==> config.mk <==
export PLATFORM = sky130hd
export DESIGN_NAME = accel_issue_ctrl
export DESIGN_NICKNAME = d
export VERILOG_FILES = /design/src/rtl/accel_issue_pkg.sv /design/src/rtl/accel_issue_timer.sv /design/src/rtl/accel_issue_ctrl.sv
export SDC_FILE = /design/constraint.sdc
export NUM_CORES = 1
export LEC_CHECK = 0
export ABC_CLOCK_PERIOD_IN_PS = 6500
export CAP_MARGIN = 20
export CORE_MARGIN = 1.5
export CORE_UTILIZATION = 40
export DETAILED_ROUTE_END_ITERATION = 6
export GPL_TIMING_DRIVEN = 0
export HOLD_SLACK_MARGIN = 0.02
export PLACE_DENSITY_LB_ADDON = 0.1
export SLEW_MARGIN = 0
export SYNTH_ARGS = -nofsm -noshare
export SYNTH_HDL_FRONTEND = slang
export SYNTH_HIERARCHICAL = 1
export SYNTH_SLANG_ARGS = --single-unit
==> constraint.sdc <==
create_clock -name clk_i -period 6.5 [get_ports clk_i]
set_input_delay 1.3 -clock clk_i [delete_from_list [all_inputs] [get_ports clk_i]]
set_output_delay 1.3 -clock clk_i [all_outputs]
set_load 0.03 [all_outputs]
==> src/rtl/accel_issue_pkg.sv <==
// Shared types and default widths for the accelerator issue controller.
// Latency: n/a (types and constants only).
// Backpressure: n/a.
package accel_issue_pkg;

    // Default widths for operand/result data, ROB tag and control immediate
    localparam int DATA_W_DEF = 64;
    localparam int TAG_W_DEF  = 4;
    localparam int CTL_W_DEF  = 8;

    // One operation moves IDLE -> REQ -> WAIT_RESP -> WB -> IDLE
    typedef enum logic [1:0] {
        ST_IDLE      = 2'd0,
        ST_REQ       = 2'd1,
        ST_WAIT_RESP = 2'd2,
        ST_WB        = 2'd3
    } state_e;

endpackage

==> src/rtl/accel_issue_timer.sv <==
// Response-wait counter: counts cycles while enabled and flags the last allowed cycle.
// Latency: expired_o is registered-count decode, valid in the cycle the count reaches LIMIT-1.
// Backpressure: none; the counter saturates at LIMIT-1 until cleared.
module accel_issue_timer #(
    parameter int LIMIT = 256
) (
    input  logic clk_i,
    input  logic rst_i,
    input  logic clr_i,
    input  logic en_i,
    output logic expired_o
);

    localparam int CNT_W = (LIMIT > 1) ? $clog2(LIMIT) : 1;

    logic [CNT_W-1:0] cnt_q;
    logic [CNT_W-1:0] cnt_d;

    assign expired_o = (cnt_q == CNT_W'(LIMIT - 1));

    // Hold at zero while cleared, otherwise count up and saturate at the limit
    always_comb begin
        cnt_d = cnt_q;
        if (clr_i) begin
            cnt_d = '0;
        end else if (en_i && !expired_o) begin
            cnt_d = cnt_q + CNT_W'(1);
        end
    end

    // Counter register
    always_ff @(posedge clk_i or posedge rst_i) begin
        if (rst_i) begin
            cnt_q <= '0;
        end else begin
            cnt_q <= cnt_d;
        end
    end

endmodule

==> src/rtl/accel_issue_ctrl.sv <==
// Single-outstanding accelerator issue controller: issue -> accelerator req -> response -> CDB writeback.
// Latency: issue in cycle N gives acc_valid_o in N+1 and, with no stalls, cdb_valid_o in N+3.
// Backpressure: holds acc request and CDB writeback stable until accepted; issue_ready_o only in IDLE.
// Build option: define ACCEL_ISSUE_TIMEOUT_EN to add the response timeout (TIMEOUT_CYCLES).
module accel_issue_ctrl
    import accel_issue_pkg::*;
#(
    parameter int DATA_W         = DATA_W_DEF,
    parameter int TAG_W          = TAG_W_DEF,
    parameter int CTL_W          = CTL_W_DEF,
    parameter int TIMEOUT_CYCLES = 256
) (
    input  logic              clk_i,
    input  logic              rst_i,
    input  logic              flush_i,
    input  logic              issue_valid_i,
    output logic              issue_ready_o,
    input  logic [DATA_W-1:0] issue_data_i,
    input  logic [CTL_W-1:0]  issue_ctl_i,
    input  logic [TAG_W-1:0]  issue_tag_i,
    output logic              acc_valid_o,
    input  logic              acc_ready_i,
    output logic [DATA_W-1:0] acc_data_o,
    output logic [CTL_W-1:0]  acc_ctl_o,
    input  logic              acc_resp_valid_i,
    output logic              acc_resp_ready_o,
    input  logic [DATA_W-1:0] acc_resp_data_i,
    output logic              cdb_valid_o,
    input  logic              cdb_ready_i,
    output logic [DATA_W-1:0] cdb_data_o,
    output logic [TAG_W-1:0]  cdb_tag_o,
    output logic              cdb_except_o,
    output logic              busy_o
);

    state_e state_q;
    state_e state_d;

    // Handshake outputs are flops loaded from the next-state decode
    logic issue_ready_q, issue_ready_d;
    logic acc_valid_q, acc_valid_d;
    logic acc_resp_ready_q, acc_resp_ready_d;
    logic cdb_valid_q, cdb_valid_d;
    logic busy_q, busy_d;

    logic [DATA_W-1:0] op_data_q, op_data_d;
    logic [CTL_W-1:0]  op_ctl_q, op_ctl_d;
    logic [TAG_W-1:0]  op_tag_q, op_tag_d;
    logic [DATA_W-1:0] res_data_q, res_data_d;

    logic timeout;

`ifdef ACCEL_ISSUE_TIMEOUT_EN
    logic timer_expired;
    logic except_q, except_d;

    // Counter sits at zero outside WAIT_RESP, so it starts from zero on every entry
    accel_issue_timer #(
        .LIMIT (TIMEOUT_CYCLES)
    ) u_timer (
        .clk_i     (clk_i),
        .rst_i     (rst_i),
        .clr_i     (state_q != ST_WAIT_RESP),
        .en_i      (state_q == ST_WAIT_RESP),
        .expired_o (timer_expired)
    );

    // A response arriving on the limit cycle takes precedence over the timeout
    assign timeout = (state_q == ST_WAIT_RESP) && timer_expired && !acc_resp_valid_i;
`else
    logic unused_timeout_cfg;

    assign unused_timeout_cfg = (TIMEOUT_CYCLES != 0);
    assign timeout            = 1'b0;
`endif

    // Next state and the registered handshake outputs it implies; flush wins over everything
    always_comb begin
        state_d = state_q;
        if (flush_i) begin
            state_d = ST_IDLE;
        end else begin
            case (state_q)
                ST_IDLE:      if (issue_valid_i)               state_d = ST_REQ;
                ST_REQ:       if (acc_ready_i)                 state_d = ST_WAIT_RESP;
                ST_WAIT_RESP: if (acc_resp_valid_i || timeout) state_d = ST_WB;
                ST_WB:        if (cdb_ready_i)                 state_d = ST_IDLE;
                default:                                       state_d = ST_IDLE;
            endcase
        end
        issue_ready_d    = (state_d == ST_IDLE);
        acc_valid_d      = (state_d == ST_REQ);
        acc_resp_ready_d = (state_d == ST_WAIT_RESP);
        cdb_valid_d      = (state_d == ST_WB);
        busy_d           = (state_d != ST_IDLE);
    end

    // FSM state plus registered handshake outputs; reset lands in IDLE
    always_ff @(posedge clk_i or posedge rst_i) begin
        if (rst_i) begin
            state_q          <= ST_IDLE;
            issue_ready_q    <= 1'b1;
            acc_valid_q      <= 1'b0;
            acc_resp_ready_q <= 1'b0;
            cdb_valid_q      <= 1'b0;
            busy_q           <= 1'b0;
        end else begin
            state_q          <= state_d;
            issue_ready_q    <= issue_ready_d;
            acc_valid_q      <= acc_valid_d;
            acc_resp_ready_q <= acc_resp_ready_d;
            cdb_valid_q      <= cdb_valid_d;
            busy_q           <= busy_d;
        end
    end

    // Operand, control and tag capture only on an accepted, unflushed issue
    always_comb begin
        op_data_d = op_data_q;
        op_ctl_d  = op_ctl_q;
        op_tag_d  = op_tag_q;
        if (!flush_i && (state_q == ST_IDLE) && issue_valid_i) begin
            op_data_d = issue_data_i;
            op_ctl_d  = issue_ctl_i;
            op_tag_d  = issue_tag_i;
        end
    end

    // Result capture on an accepted response; a timeout writes back zero
    always_comb begin
        res_data_d = res_data_q;
        if (!flush_i && (state_q == ST_WAIT_RESP)) begin
            if (acc_resp_valid_i) begin
                res_data_d = acc_resp_data_i;
            end else if (timeout) begin
                res_data_d = '0;
            end
        end
    end

    // Datapath registers; flush leaves them untouched
    always_ff @(posedge clk_i or posedge rst_i) begin
        if (rst_i) begin
            op_data_q  <= '0;
            op_ctl_q   <= '0;
            op_tag_q   <= '0;
            res_data_q <= '0;
        end else begin
            op_data_q  <= op_data_d;
            op_ctl_q   <= op_ctl_d;
            op_tag_q   <= op_tag_d;
            res_data_q <= res_data_d;
        end
    end

`ifdef ACCEL_ISSUE_TIMEOUT_EN
    // Exception flag follows the result: set by timeout, cleared by a real response
    always_comb begin
        except_d = except_q;
        if (!flush_i && (state_q == ST_WAIT_RESP)) begin
            if (acc_resp_valid_i) begin
                except_d = 1'b0;
            end else if (timeout) begin
                except_d = 1'b1;
            end
        end
    end

    // Exception flag register
    always_ff @(posedge clk_i or posedge rst_i) begin
        if (rst_i) begin
            except_q <= 1'b0;
        end else begin
            except_q <= except_d;
        end
    end

    assign cdb_except_o = except_q;
`else
    assign cdb_except_o = 1'b0;
`endif

    assign issue_ready_o    = issue_ready_q;
    assign acc_valid_o      = acc_valid_q;
    assign acc_resp_ready_o = acc_resp_ready_q;
    assign cdb_valid_o      = cdb_valid_q;
    assign busy_o           = busy_q;
    assign acc_data_o       = op_data_q;
    assign acc_ctl_o        = op_ctl_q;
    assign cdb_data_o       = res_data_q;
    assign cdb_tag_o        = op_tag_q;

endmodule
==> key figures <==
Outcome
  – Status: completed

Route
  – First DRT Iteration DRCs: 117
  – Post-route ant nets: 0
  – Number of remaining DRC errors: 0
  – Routed WL: 14100 um
  – Wire length per cell: 16.9 um
  – Vias per cell: 4.63
  – Pre-antenna DRT Iters: 4
  – Vias post-DR: 3859

Cells and area
  – Antenna cells: 0
  – Final nets: 788
  – Share of layout cells above drive strength 1: 24.2%
  – Layout fillers: 1024
  – Design area: 9350 um2
  – Area grow syn2layout: 66.7%

Floorplanning
  – Die X: 121 um
  – FP Rows: 43
  – Top-level I/O count: 293
  – Core Box Area: 13800 um2
  – Vert. Die Dim: 121 um
  – Die area: 14700 um2
  – Initial Util: 40.7%

STA
  – Max Slew Vio Count: 0
  – Final setup viols: 0
  – Tmin final: 2.93 ns
  – Peak Freq: 341 MHz
  – Tcrit/Tclk final: 45.1%
  – Fin. Hold Viols: 0
  – Slack of the critical path: 3.57 ns
  – Final setup TNS: 0 ns
  – RSZ-0062 raised after global routing: no
  – Clock skew after layout: 0.00523 ns

Synthesis
  – Synth Instances: 331
  – Ys Warns: 6
  – Seq/Total Area, Yosys: 65.6%
  – Syn_nets: 478
  – Synth cell types: 25
  – Mapped Area: 5610 um2
  – Ys async rst share: 100%
  – Post-synth EDFFs: 0
  – Primary FF master, synth: dfrtp_1
  – Synth Register Bits: 147
  – Syn Area/Cell: 16.9 um2

Global routing
  – Antenna violations before repair: 0
  – Overflow after GRT: 0
  – Total GRT Usage: 20.0%
  – Pin count of the biggest net entering global routing: 97
  – Vias in the first global route: 4159
  – First-pass GRT wire length: 21900 um

Power and ir drop
  – Power, Total: 3700 uW
  – Worst vdd ir: 0.000208 V
  – Combinational share of power: 39.4%
  – P_int: 2430 uW
  – Switching part of the total: 34.3%
  – Sequential power share: 35.1%
  – Clk pwr share: 25.5%
  – Pwr per Cell Area: 396 nW/um2
  – Sw power: 1270 uW
  – Lkg Pwr: 0.00394 uW

Placement
  – Dpl cell area: 8770 um2
  – Dpl ws: 3.39 ns
  – Port Buffers: 290
  – HPWL Detailed: 10900 um
  – Final Wtd Congestion: 0.677

Setup path
  – CP endpoint kind: output pin
  – WS Path Type: reg -> out
  – Worst path bufs/invs: 1
  – Worst path max stage delay: 0.70 ns
  – Slowest CP cell: clkdlybuf4s50_1
  – Worst Path Max Fanout: 1
  – Crit path DAT: 1.63 ns
  – CP Launch Type: flop
  – Critical Path RT: 5.20 ns
  – Crit path max-delay family: buffers and inverters
  – Critical path, cell by cell: clkdlybuf4s50_1

CTS
  – CTS sink cnt: 147
  – H-Tree Depth: 4
  – Clock buffer count from CTS: 17
  – Gates resized, CTS repair: 0
  – Setup Buffers After CTS: 0
  – Maximum root-to-sink buffer count: 2
  – Clk pin slew, worst setup/hold paths: 0.06 ns
  – Root buf cell: clkbuf_16
  – CTS tree: yes
  – CTS hold repair buffers: 0
  – Clk Latency, worst-skew pair: 0.42 ns

Flow run
  – Maximum Capacitance Violations: 0

Worst hold path
  – Tightest Hold Check Type: reg -> reg
[routing by layer]
layer	vias to the layer above	global-route usage (%)	wire length, um
met5	-	0	0
met4	0	8.68	261
met3	21	8.65	1400
met2	166	35.8	7510
met1	1883	20.1	4930
li1	1789	-	-
[cells in the mapped netlist (all sizes together), types with 2 or more instances]
| library cell | count | area, um2 |
|---|---|---|
| a21oi | 3 | 15.0 |
| buf | 18 | 160 |
| dfrtp | 146 | 3650 |
| mux2 | 141 | 1590 |
| nand2b | 5 | 31.3 |
| nor3 | 2 | 10.0 |
[power groups by stage]
stage               sequential, uW  clock, uW  combinational (uW)
global placement              1300          0                1460
CTS                           1310        967                1480
global route                  1340       1010                1520
finish                        1300        943                1460
floorplan                     1830          0                 259
detailed placement            1320          0                1470
[logic make-up (layout without fill, tap and decap cells)]
kind of cell    count (synthesis)  count (layout)  synth area share [%]
compound gates                  6               6                 0.736
buf+inv                        20             343                  2.99
flops                         147             147                  65.6
mux                           142             142                  28.5
other cells                     1               1                0.0669
simple gates                   15              15                  2.08
[layout make-up]
type	instances	area [um2]	area share [%]
well taps	180	225	2.41
flip-flops and latches	147	3680	39.4
repair buffers	291	2930	31.4
clock inverters	14	139	1.49
multi-input cells	164	1760	18.8
clock buffers	18	439	4.70
plain buffers	19	164	1.75
inverters	1	8.76	0.0937
[layout by cell type, fill, tap and decap left out]
cell type	synthesis	final
or3b_2	1	1
nand3b_1	1	1
conb_1	1	1
clkinv_4	0	1
a22o_1	1	1
nor2_1	1	1
nor4b_4	1	1
buf_6	10	10
clkinv_2	0	5
nor2b_1	1	1
dfrtp_1	146	146
mux2i_1	1	1
nor3_1	2	2
mux2_2	101	101
clkbuf_8	0	1
nand2b_1	5	5
dfstp_2	1	1
a211oi_1	1	1
bufinv_16	0	2
buf_16	0	1
buf_4	3	3
and3_1	1	1
a21bo_2	1	1
clkbuf_16	0	17
or3_1	1	1
clkbuf_1	1	1
and4bb_2	1	1
inv_6	0	1
clkinvlp_4	0	6
a21oi_1	3	3
mux2_1	40	40
clkdlybuf4s50_1	0	290
buf_2	5	5
[stage by stage]
step           hold WS, ns  util, %  instances
2_1_floorplan        0.643        -        331
3_3_place_gp         0.466     63.4        801
3_5_place_dp         0.474     63.7        802
4_1_cts              0.487     67.9        834
5_1_grt              0.498     67.9        834
6_report             0.480     67.9        834
[flip-flops by register name, summed over array words and instances (netlist names)]
name / flops
acc_ctl_o: 8
acc_data_o: 64
acc_resp_ready_o: 1
acc_valid_o: 1
busy_o: 1
cdb_data_o: 64
cdb_tag_o: 4
cdb_valid_o: 1
issue_ready_o: 1
state_q: 2
[final timing paths]
path                                             from                         end  slack, ns  cells past startpoint
setup / recovery              issue_ready_o$_DFF_PP1_               issue_ready_o       3.57                      1
hold / removal             acc_data_o[20]$_DFFE_PP0P_  acc_data_o[20]$_DFFE_PP0P_       0.48                      1
setup reg to reg                 state_q[1]$_DFF_PP0_  cdb_data_o[25]$_DFFE_PP0P_       4.80                      5
hold reg to reg            acc_data_o[20]$_DFFE_PP0P_  acc_data_o[20]$_DFFE_PP0P_       0.48                      1
max in group asynchronous                       rst_i   cdb_data_o[7]$_DFFE_PP0P_       4.40                      3
min in group asynchronous                       rst_i  acc_data_o[25]$_DFFE_PP0P_       1.29                      2
Note: power is estimated with default switching activity, not from simulation.
